==> src/rtl/vmem_ctrl_gen.sv <==
// Vector-memory handshake controller: per-channel DMA token buffers plus a
// per-kernel vector-store sequencer that joins or passes the kernel/ivs streams.

module vmem_tok_buf #(
   parameter int DEPTH = 2
) (
   input  logic clk,
   input  logic reset_n,
   input  logic push_req,
   output logic push_ack,
   output logic pop_valid,
   input  logic pop_ready
);
   localparam int CW = $clog2(DEPTH + 1);

   logic [CW-1:0] cnt_q, cnt_d;
   logic          push, pop;

   always_comb begin
      // Ack is masked while reset is asserted so every output reads 0 in reset.
      push_ack  = reset_n & (cnt_q < CW'(DEPTH));
      pop_valid = (cnt_q != '0);
      push      = push_req & push_ack;
      pop       = pop_valid & pop_ready;
      cnt_d     = cnt_q;
      if (push && !pop)      cnt_d = cnt_q + 1'b1;
      else if (pop && !push) cnt_d = cnt_q - 1'b1;
   end

   always_ff @(posedge clk or negedge reset_n) begin
      if (!reset_n) cnt_q <= '0;
      else          cnt_q <= cnt_d;
   end
endmodule

module vmem_ctrl_gen #(
   parameter int N_IDMA  = 4,
   parameter int N_ODMA  = 4,
   parameter int DEPTH   = 2,
   parameter int K_W     = 4,
   parameter int K_SPLIT = 8,
   parameter int LEN_W   = 16
) (
   input  logic              clk,
   input  logic              reset_n,
   input  logic [N_IDMA-1:0] t_idma_req,
   output logic [N_IDMA-1:0] t_idma_ack,
   output logic [N_IDMA-1:0] idma_valid,
   input  logic [N_IDMA-1:0] idma_ready,
   input  logic [N_ODMA-1:0] odma_valid,
   output logic [N_ODMA-1:0] odma_ready,
   output logic [N_ODMA-1:0] i_odma_req,
   input  logic [N_ODMA-1:0] i_odma_ack,
   input  logic              t_ka_req,
   output logic              t_ka_ack,
   input  logic              t_ivs_req,
   output logic              t_ivs_ack,
   output logic              tvs_valid,
   input  logic              tvs_ready,
   input  logic              ivs_valid,
   output logic              ivs_ready,
   output logic              i_ovs_req,
   input  logic              i_ovs_ack,
   input  logic [K_W-1:0]    k_ctrl,
   input  logic [LEN_W-1:0]  kernel_len,
   output logic              busy,
   output logic              kernel_done
);
   vmem_tok_buf #(.DEPTH(DEPTH)) u_idma [N_IDMA-1:0] (
      .clk       (clk),
      .reset_n   (reset_n),
      .push_req  (t_idma_req),
      .push_ack  (t_idma_ack),
      .pop_valid (idma_valid),
      .pop_ready (idma_ready)
   );

   vmem_tok_buf #(.DEPTH(DEPTH)) u_odma [N_ODMA-1:0] (
      .clk       (clk),
      .reset_n   (reset_n),
      .push_req  (odma_valid),
      .push_ack  (odma_ready),
      .pop_valid (i_odma_req),
      .pop_ready (i_odma_ack)
   );

   // The active state doubles as the mode latched at kernel start.
   typedef enum logic [1:0] {S_IDLE, S_JOIN, S_PASS} state_t;

   state_t           state_q, state_d;
   logic [LEN_W-1:0] rem_q, rem_d;
   logic             busy_q, busy_d;
   logic             zdone_q, zdone_d;
   logic             beat, last;

   always_comb begin
      tvs_valid = 1'b0;
      t_ka_ack  = 1'b0;
      t_ivs_ack = 1'b0;
      ivs_ready = i_ovs_ack;
      i_ovs_req = ivs_valid;
      case (state_q)
         S_JOIN: begin
            tvs_valid = t_ka_req & t_ivs_req;
            t_ka_ack  = tvs_valid & tvs_ready;
            t_ivs_ack = t_ka_ack;
            ivs_ready = 1'b1;
         end
         S_PASS: begin
            tvs_valid = t_ka_req;
            t_ka_ack  = i_ovs_ack;
         end
         default: ;
      endcase

      beat        = t_ka_req & t_ka_ack;
      last        = beat & (rem_q == LEN_W'(1));
      kernel_done = last | zdone_q;
      busy        = busy_q;

      state_d = state_q;
      rem_d   = rem_q;
      zdone_d = 1'b0;
      if (state_q == S_IDLE) begin
         if (t_ka_req) begin
            if (kernel_len != '0) begin
               rem_d   = kernel_len;
               state_d = (int'(k_ctrl) < K_SPLIT) ? S_JOIN : S_PASS;
            end else begin
               zdone_d = 1'b1;
            end
         end
      end else if (beat) begin
         rem_d = rem_q - 1'b1;
         if (last) state_d = S_IDLE;
      end
      busy_d = (state_d != S_IDLE);
   end

   always_ff @(posedge clk or negedge reset_n) begin
      if (!reset_n) begin
         state_q <= S_IDLE;
         rem_q   <= '0;
         busy_q  <= 1'b0;
         zdone_q <= 1'b0;
      end else begin
         state_q <= state_d;
         rem_q   <= rem_d;
         busy_q  <= busy_d;
         zdone_q <= zdone_d;
      end
   end
endmodule

==> config.mk <==
export PLATFORM = sky130hd
export DESIGN_NAME = vmem_ctrl_gen
export DESIGN_NICKNAME = d
export VERILOG_FILES = /design/src/rtl/vmem_ctrl_gen.sv
export SDC_FILE = /design/constraint.sdc
export NUM_CORES = 1
export LEC_CHECK = 0
export ABC_AREA = 0
export ABC_CLOCK_PERIOD_IN_PS = 2600
export BUFFER_PORTS_ARGS = -buffer_cell sky130_fd_sc_hd__buf_4
export CAP_MARGIN = 20
export CORE_MARGIN = 4
export CORE_UTILIZATION = 52
export DETAILED_ROUTE_END_ITERATION = 8
export PLACE_DENSITY = 0.8
export SLEW_MARGIN = 5
export SYNTH_ARGS = -nofsm -noshare
export SYNTH_HDL_FRONTEND = slang
export SYNTH_HIERARCHICAL = 1
export SYNTH_SLANG_ARGS = --single-unit
export TNS_END_PERCENT = 100
==> constraint.sdc <==
create_clock -name clk -period 2.6 [get_ports clk]
set_clock_uncertainty 0.2 [all_clocks]
set_input_delay 0.13 -clock clk [delete_from_list [all_inputs] [get_ports clk]]
set_output_delay 0.13 -clock clk [all_outputs]
set_load 0.01 [all_outputs]
==> results.md <==
* Status: complete, no violations
* PwrDens at 1003 nW/um^2
* # H-tree levels at 2
* CTS tree: done
* Post-synth top area cell: dfrtp_1
* CP max-delay cell: dlygate4sd3_1
* Boundary Pins at 66
* Area contributors post-synth: dfrtp_1 39%, ha_1 7.0%, xor2_1 6.0%, nand2_1 3.9%, nor2_1 3.4%
* Mean Syn Cell Area at 9.364 sq um
* Post-synth top area share at 38.79%
* Launching point of the worst reg2reg path: rem_q[6]$_DFFE_PN0P_
* Crit path max fanout at 5
* Vias/cell at 5.703
* Worst-path clk slew at 0.07 ns
* Primary FF master, synth: dfrtp_1
* Layout cells sized above 1 at 26.14%
* Hold Path Class: input port to flop
* DR WL met3 at 409 um
* CTS max path bufs at 2
* Final ANT Viol Nets at 0
* Worst vdd ir at 0.7818 mV
* Area grow syn2layout at 32.00%
* Fin crit share at 91.54%
* Worst setup EP type: flop
* Root Buffer: clkbuf_8
* M1 wire length at 2432 um
* Iter 0 DRT Violations at 160
* CP bufs+invs at 2
* Final Setup Violations at 0
* GRT Util Overall at 21.83%
* Initial antenna violation count at 0
* Max-cap check violation count at 0
* CP delay by family, top: simple AND/OR/NAND/NOR gates
* Initial Utilization at 53.70%
* Crit path DAT at 2.35 ns
* Core area at 4324 sq um
* Fin worst setup slack at 0.2199 ns
* Critical path, cell by cell: dlygate4sd3_1 > buf_4 > nor4_1 > nand4_1 > nand3_1 > mux2_2 > a221o_1
* Most frequent cells in the layout: 68 x buf_4, 36 x dfrtp_1, 24 x nand2_1
* Slowest stage delay, CP at 0.55 ns
* Final Max Slew Viols at 0
* Post-synthesis async set-or-reset flop share at 100.0%
* DR DRC count at 0
* Fmax at 420.2 MHz
* Synth cell types at 49
* Final Hold Violating Endpoints at 0
* Drt total wl at 5547 um
* Worst-Margin Slew at 0.6146 ns
* Post-synthesis sequential area ratio at 38.79%
* Drt first pass iters at 4
* Synthesized netlist cell count at 248
* Uppermost layer routed: met4
* Warnings, synthesis at 6
* Final layout net count at 384
* Synth Register Bits at 36
* Setup slack, reg-to-reg at 0.28 ns
* DR WL/cell at 14.56 um
* Skew-Pair Late Insertion Delay at 0.29 ns
* Commonest non-fill, non-tap cell in the layout: buf_4
* Die ar. at 5599 sq um
* Clk sinks at 36
* Die Height at 74.83 um
* Synthesized cell area at 2322 sq um
* Required time worst endpoint at 2.57 ns
* Die X at 74.83 um
* RD Place Congestion at 0.8790
* Row count at 24
* Standby leakage power at 1.418 nW
* Buffers added on ports at 60
* Critical Path Stages at 7
* FF-to-FF path depth at 5
* CP Class: input port to flop
* Worst setup path endpoint: rem_q[0]$_DFFE_PN0P_
* Syn_nets at 304
* Setup crit start: kernel_len[9]
* Total gr overflow at 0
* Largest net degree at the start of global routing at 38
* Crit path time final at 2.380 ns
* Dpl ws at 0.2240 ns
* Inserted Clock Buffers at 5
* Startpoint Class: input port
* Vias in the first global route at 2104
* Slew margin rel. at 58.65%
* RSZ-0062 raised after global routing: false
* Post-synth EDFFs at 0
* Routed vias at 2173
* Met2 Wirelength at 2632 um
* Worst reg2reg endpoint: rem_q[14]$_DFFE_PN0P_
* Setup TNS at 0 ns
* Hpwl dp at 4035 um
* First-pass GRT wire length at 9432 um
* Antenna Cells at 0
-- per-stage QoR --
step / cell area (sq um) / cells / util (%) / hold slack [ns] / total power (W)
2_1_floorplan: 2322 / 248 / - / -0.3656 / 0.002143
3_3_place_gp: 2838 / 360 / 65.63 / -0.1066 / 0.002584
3_5_place_dp: 2838 / 360 / 65.63 / -0.1046 / 0.002642
4_1_cts: 3055 / 381 / 70.66 / 0.007889 / 0.003067
5_1_grt: 3065 / 381 / 70.89 / 0.02341 / 0.003335
6_report: 3065 / 381 / 70.89 / 0.01369 / 0.003075
-- area by class of cell --
class / instances / area, sq um
Clock buffer: 5 / 68.82
Clock inverter: 3 / 18.77
Fill cell: 341 / 1259
Inverter: 7 / 26.28
Multi-Input combinational cell: 197 / 1345
Sequential cell: 36 / 900.9
Tap cell: 52 / 65.06
Timing Repair Buffer: 81 / 640.6
-- worst min path at each step --
stage | slack [ns] | start | endpoint | cells after the start
global placement | -0.11 | reset_n | u_idma[2]/cnt_q[0]$_DFFE_PN0P_ | 1
CTS | 0.008 | kernel_len[12] | rem_q[12]$_DFFE_PN0P_ | 4
finish | 0.01 | kernel_len[12] | rem_q[12]$_DFFE_PN0P_ | 4
floorplan | -0.37 | reset_n | busy$_DFF_PN0_ | 0
global route | 0.02 | kernel_len[12] | rem_q[12]$_DFFE_PN0P_ | 4
detailed placement | -0.10 | reset_n | u_idma[2]/cnt_q[0]$_DFFE_PN0P_ | 1
-- worst reg2reg max path: stages, from the launching register on --
cell	delay (ns)
dfrtp_1	0.43
or3_4	0.42
or4_4	0.51
or3_1	0.34
o211ai_1	0.17
o211ai_1	0.10
-- metal layers --
metal  global-route usage (%)  up-vias
met2                    34.43       83
li1                         -     1050
met5                        0        -
met1                    29.51     1031
met4                    6.719        0
met3                    5.741        9
-- flip-flops by register name, summed over array words and instances (netlist names) --
register	flops
busy	1
zdone_q	1
u_idma/cnt_q	8
rem_q	16
state_q	2
u_odma/cnt_q	8
-- where the power goes --
part           total [W]  switching, W  internal, W
registers        0.00110      0.000268     0.000835
clock network   0.000394      0.000208     0.000187
logic            0.00158      0.000795     0.000783
-- cell usage after synthesis, types with 4 or more instances --
cell	n
o211ai_1	4
xor2_1	16
a22o_1	4
dfrtp_1	36
nand2_1	24
ha_1	13
and2_1	11
inv_1	7
o311ai_0	4
o21ai_0	6
nor2b_1	10
or2_1	8
nand3_1	10
nor3_1	7
nor2_1	21
xnor2_1	8
nor4_1	9
a21oi_1	8
-- cell families after synthesis --
| logic type | synth area share, % |
|---|---|
| xor gates and xnor gates | 9.052 |
| and+or+nand+nor | 24.46 |
| DFF | 38.79 |
| AOI/OAI and AO/OA | 16.06 |
| adders and majority gates | 7.004 |
| muxes | 0.9159 |
| buffers and inverters | 3.718 |
-- repair_timing --
action | 4_1_cts | 5_1_grt
hold endpoints to repair | 49 | 0
gates resized for setup | 0 | 2
hold buffers | 13 | 0
setup buffers | 0 | 0
setup endpoints to repair | 0 | 1
No activity file was read; power rests on OpenSTA's default activity.
